### config.mk
export PLATFORM = sky130hd
export DESIGN_NAME = obi_mem_slave
export DESIGN_NICKNAME = d
export VERILOG_FILES = /design/src/rtl/obi_mem_slave.sv
export SDC_FILE = /design/constraint.sdc
export NUM_CORES = 2
export LEC_CHECK = 0
export ABC_CLOCK_PERIOD_IN_PS = 3470
export BUFFER_PORTS_ARGS = -buffer_cell sky130_fd_sc_hd__buf_2
export CAP_MARGIN = 20
export CORE_UTILIZATION = 25
export DETAILED_ROUTE_END_ITERATION = 16
export GPL_ROUTABILITY_DRIVEN = 0
export GPL_TIMING_DRIVEN = 0
export PLACE_DENSITY = 0.4
export SYNTH_ARGS = -nofsm -noshare
export SYNTH_HDL_FRONTEND = slang
export SYNTH_SLANG_ARGS = --single-unit
### constraint.sdc
create_clock -name clk -period 3.47 [get_ports clk]
set_input_delay 0.5205 -clock clk [delete_from_list [all_inputs] [get_ports clk]]
set_output_delay 0.5205 -clock clk [all_outputs]
set_load 0.01 [all_outputs]
### src/rtl/obi_mem_slave.sv
// obi_mem_slave: OBI memory slave with byte-enable writes, fixed-latency in-order responses,
// optional LFSR grant backpressure and a backdoor preload port.
module obi_mem_slave #(
  parameter int DATA_WIDTH = 32,
  parameter int ADDR_WIDTH = 32,
  parameter int DEPTH_WORDS = 64,
  parameter int LATENCY = 1,
  parameter int STALL_EN = 0,
  parameter logic [7:0] LFSR_SEED = 8'hA5
) (
  input  logic                    clk,
  input  logic                    rst,
  input  logic                    req_i,
  input  logic [ADDR_WIDTH-1:0]   addr_i,
  input  logic                    we_i,
  input  logic [DATA_WIDTH/8-1:0] be_i,
  input  logic [DATA_WIDTH-1:0]   wdata_i,
  output logic                    gnt_o,
  output logic                    rvalid_o,
  output logic [DATA_WIDTH-1:0]   rdata_o,
  output logic                    err_o,
  input  logic                    load_en_i,
  input  logic [ADDR_WIDTH-1:0]   load_addr_i,
  input  logic [DATA_WIDTH-1:0]   load_data_i
);
  localparam int NB = DATA_WIDTH / 8;
  localparam int OFF = $clog2(NB);
  localparam int IW = ADDR_WIDTH - OFF;
  localparam int AW = DEPTH_WORDS > 1 ? $clog2(DEPTH_WORDS) : 1;
  logic [DATA_WIDTH-1:0] mem [DEPTH_WORDS];
  logic [DATA_WIDTH-1:0] d [LATENCY];
  logic [LATENCY-1:0] v, e;
  logic [7:0] lfsr;
  logic [IW-1:0] idx, load_idx;
  logic stall, in_rng, load_rng, unused;
  assign unused = ^{addr_i, load_addr_i};
  assign idx = addr_i[ADDR_WIDTH-1:OFF];
  assign load_idx = load_addr_i[ADDR_WIDTH-1:OFF];
  assign in_rng = idx < IW'(DEPTH_WORDS);
  assign load_rng = load_idx < IW'(DEPTH_WORDS);
  assign stall = (STALL_EN != 0) && lfsr[0];
  assign gnt_o = req_i & ~load_en_i & ~stall & ~rst;
  always_ff @(posedge clk) begin
    if (rst) lfsr <= LFSR_SEED;
    else lfsr <= {lfsr[6:0], lfsr[7] ^ lfsr[5] ^ lfsr[4] ^ lfsr[3]};
  end
  // Memory is deliberately outside reset so preloads survive and apply during rst.
  always_ff @(posedge clk) begin
    if (load_en_i && load_rng) mem[load_idx[AW-1:0]] <= load_data_i;
    else if (gnt_o && we_i && in_rng)
      for (int b = 0; b < NB; b++)
        if (be_i[b]) mem[idx[AW-1:0]][8*b +: 8] <= wdata_i[8*b +: 8];
  end
  // Response shift register; stage 0 captures the read at the accept edge.
  always_ff @(posedge clk) begin
    if (rst) begin
      v <= '0;
      e <= '0;
      for (int i = 0; i < LATENCY; i++) d[i] <= '0;
    end else begin
      v[0] <= gnt_o;
      e[0] <= gnt_o & ~in_rng;
      d[0] <= (gnt_o && !we_i && in_rng) ? mem[idx[AW-1:0]] : '0;
      for (int i = 1; i < LATENCY; i++) begin
        v[i] <= v[i-1];
        e[i] <= e[i-1];
        d[i] <= d[i-1];
      end
    end
  end
  assign rvalid_o = v[LATENCY-1] & ~rst;
  assign err_o = e[LATENCY-1] & ~rst;
  assign rdata_o = rst ? '0 : d[LATENCY-1];
endmodule

==> metrics.csv <==
metric;value;unit
total_leakage_power;32.09;nW
grt_setup_unrepaired;true;
core-area;324800;um2
timing.slew.headroom;0.1236;
synth.distinct_cells;50;
yosys.cell_count.top_type;edfxtp_1;
fin_crit;3553;ps
ctsHtreeMaxLevel;4;
synth_nets;3855;
min-delay-start;load_data_i[11];
grt_overflow;0;
finalClockSkew;76.10;ps
post_synth.cell_area_avg;21.99;um2
cts_buffer_depth;4;
synth_common_cells;edfxtp_1, mux4_2, nor3_1;
finished_cell_area;102000;um2
drc;0;
io_pins;172;
cts_sinks;2082;
synthFlopType;edfxtp_1;
max_cap_violations;0;
std_cell_rows;209;
wirelength;324.6;mm
synth.area.top_cells;edfxtp_1, mux4_2, nor4_1;
setup.worst_path.start_class;input pin;
hold_viol;0;
min_path_cells;2;
cts_tree;yes;
max_slew.worst_pin.slew;1315;ps
asyncSetResetFlopFracSynth;0;
drt_pass1_iterations;6;
netlist.top_cell.by_area;edfxtp_1;
final-max-slew-violation-count;0;
status;finished with violations;
grt_max_degree;65;
reg2reg_slack;840;ps
die_w;573.9;um
synth-edff-count;2048;
power.density;543.2;nW/um2
post_drt_via_cell_ratio;4.970;
initial_core_util;0.2517;
synth_warnings;0;
timing.reg2reg.worst_path_depth;4;
via_count_of_the_first_global_routing_pass;44710;
maxClockFrequency;281.4;MHz
final_layout_size_suffix_gt1_frac;0.4162;
rr_startpoint;mem[16][24]$_DFFE_PP_;
area_after_dpl;93320;um2
global_route_wire_length_before_repair;428.0;mm
timing_worst_setup_path_type;in2reg;
cts_root_buffer;clkbuf_16;
numCtsBuffers;233;
critical_path_arrival;4080;ps
seq_area;62180;um2
timing.critical_path.to_type;register;
final_antenna_net_count;0;
fp.dieArea;329300;um2
yosys_register_bits;2082;
vdd.ir_drop.worst;0.4470;mV
wp_data_required;4000;ps
clkSlewWorstSetupHoldPaths;60;ps
finalSetupViolCount;55;
port_buffers;161;
synthToLayoutAreaGrowth;24.82;%
critical_register_to_register_path_endpoint;d[0][24]$_SDFF_PP0_;
num-nets-final;4604;
synth_top_area_frac;0.7522;
dr_total_vias;44700;
postLayoutSetupSlackWorst;-83.26;ps
detail_route.wl_per_cell;36.09;um
num-fill-cells;31220;
violated_checks;setup timing;
grt_util_all_layers;0.1939;
detailed_placement_hpwl;236.6;mm
synth-seq-area-share;0.7606;
worstHoldPathType;in2reg;
fin_crit_sh;1.024;
critical_path_peak_fanout;10;
power_total;55.43;mW
clk_latency;940;ps
grt_antenna_before_repair;26;
whs_endpoint;mem[32][11]$_DFFE_PP_;
syn_area;81750;um2
1st_iter_drt_viols;5577;
synth_cells;3718;
fp.dieH;573.9;um
multi_input_area;20560;um2
-- kinds of logic after synthesis --
group                  count (synthesis)  share of synthesized area
AOI/OAI and AO/OA                    156                    0.01434
buffers and inverters                298                    0.01668
muxes                                678                     0.1724
and+or+nand+nor                      504                    0.03597
DFF                                 2082                     0.7606
-- per-stage QoR --
| step | hold WS, ps | setup TNS [ps] | instances | worst slack (ps) | utilization |
|---|---|---|---|---|---|
| final | 253.2 | -2084 | 8994 | -83.26 | 0.3142 |
| after global routing | 266.8 | -1180 | 8992 | -65.43 | 0.3142 |
| after CTS | 217.7 | -1637 | 8974 | -100.1 | 0.3131 |
| after detailed placement | 751.3 | -3714690 | 8535 | -2118 | 0.2873 |
| after global placement | 725.6 | - | 8204 | -6398 | 0.2709 |
| after floorplan | 596.3 | -1783 | 3718 | -20.71 | - |
-- cell usage in the layout (no fill, tap or decap), types with 34 or more instances in the layout --
cell          n
clkinv_1     54
mux2i_1      55
nor4_2       40
nand3_1      38
mux4_2      580
nor3_2      108
buf_4       199
nand2_1      51
dfxtp_1      34
nor4_4       94
nor2b_1      60
buf_6       117
edfxtp_1   2048
buf_8        44
clkbuf_16   240
clkinv_2     50
buf_2       245
clkbuf_2     48
clkbuf_1    111
-- area by class of cell --
| class | instances | share of cell area |
|---|---|---|
| Inverter | 25 | 0.0009196 |
| Antenna cell | 10 | 0.0002452 |
| Multi-Input combinational cell | 1338 | 0.2015 |
| Buffer | 270 | 0.01417 |
| Tap cell | 4325 | 0.05303 |
| Sequential cell | 2082 | 0.6093 |
| Clock buffer | 284 | 0.06047 |
| Timing Repair Buffer | 517 | 0.04815 |
| Clock inverter | 143 | 0.01215 |
-- per-layer routing --
layer / vias up / track usage / part of all wire
met3: 458 / 0.03586 / 0.070
met4: 0 / 0.07497 / 0.043
met2: 2044 / 0.3024 / 0.46
met1: 24760 / 0.2676 / 0.43
li1: 17440 / - / -
met5: - / 0 / 0
-- worst max path at each step --
stage	start	slack, ps	endpoint	cells after the start
after floorplan	addr_i[18]	-20	mem[55][0]$_DFFE_PP_	7
after global placement	load_addr_i[14]	-6400	mem[36][10]$_DFFE_PP_	7
after detailed placement	addr_i[5]	-2120	mem[29][4]$_DFFE_PP_	9
after CTS	load_addr_i[31]	-100	mem[47][20]$_DFFE_PP_	10
after global routing	addr_i[2]	-70	mem[63][20]$_DFFE_PP_	11
final	load_addr_i[31]	-80	mem[46][8]$_DFFE_PP_	9
-- registers in the layout, summed over array words and instances (netlist names) --
| register | flops |
|---|---|
| e | 1 |
| d | 32 |
| mem | 2048 |
| v | 1 |
-- timing repair --
| item | CTS | global route |
|---|---|---|
| hold buffers | 2 | 0 |
| endpoints found under the hold margin | 2 | 0 |
| pin swaps | 20 | 10 |
| setup endpoints to repair | 1719 | 675 |
| resized for setup | 158 | 32 |
| setup buffers | 13 | 3 |
-- critical path: stages --
cell and delay (ps):
buf_2 100, nor4b_2 320, buf_4 230, buf_6 170
nand4_1 370, nor2_2 500, nor2_1 330, clkbuf_1 520
nor4_4 970
-- where the power goes --
group          switching [mW]  internal, mW  total, mW
registers            0.000177          27.6       27.6
clock network            10.5          13.9       24.4
logic                    2.33          1.07       3.41
Power figures use the tool's default switching activity.
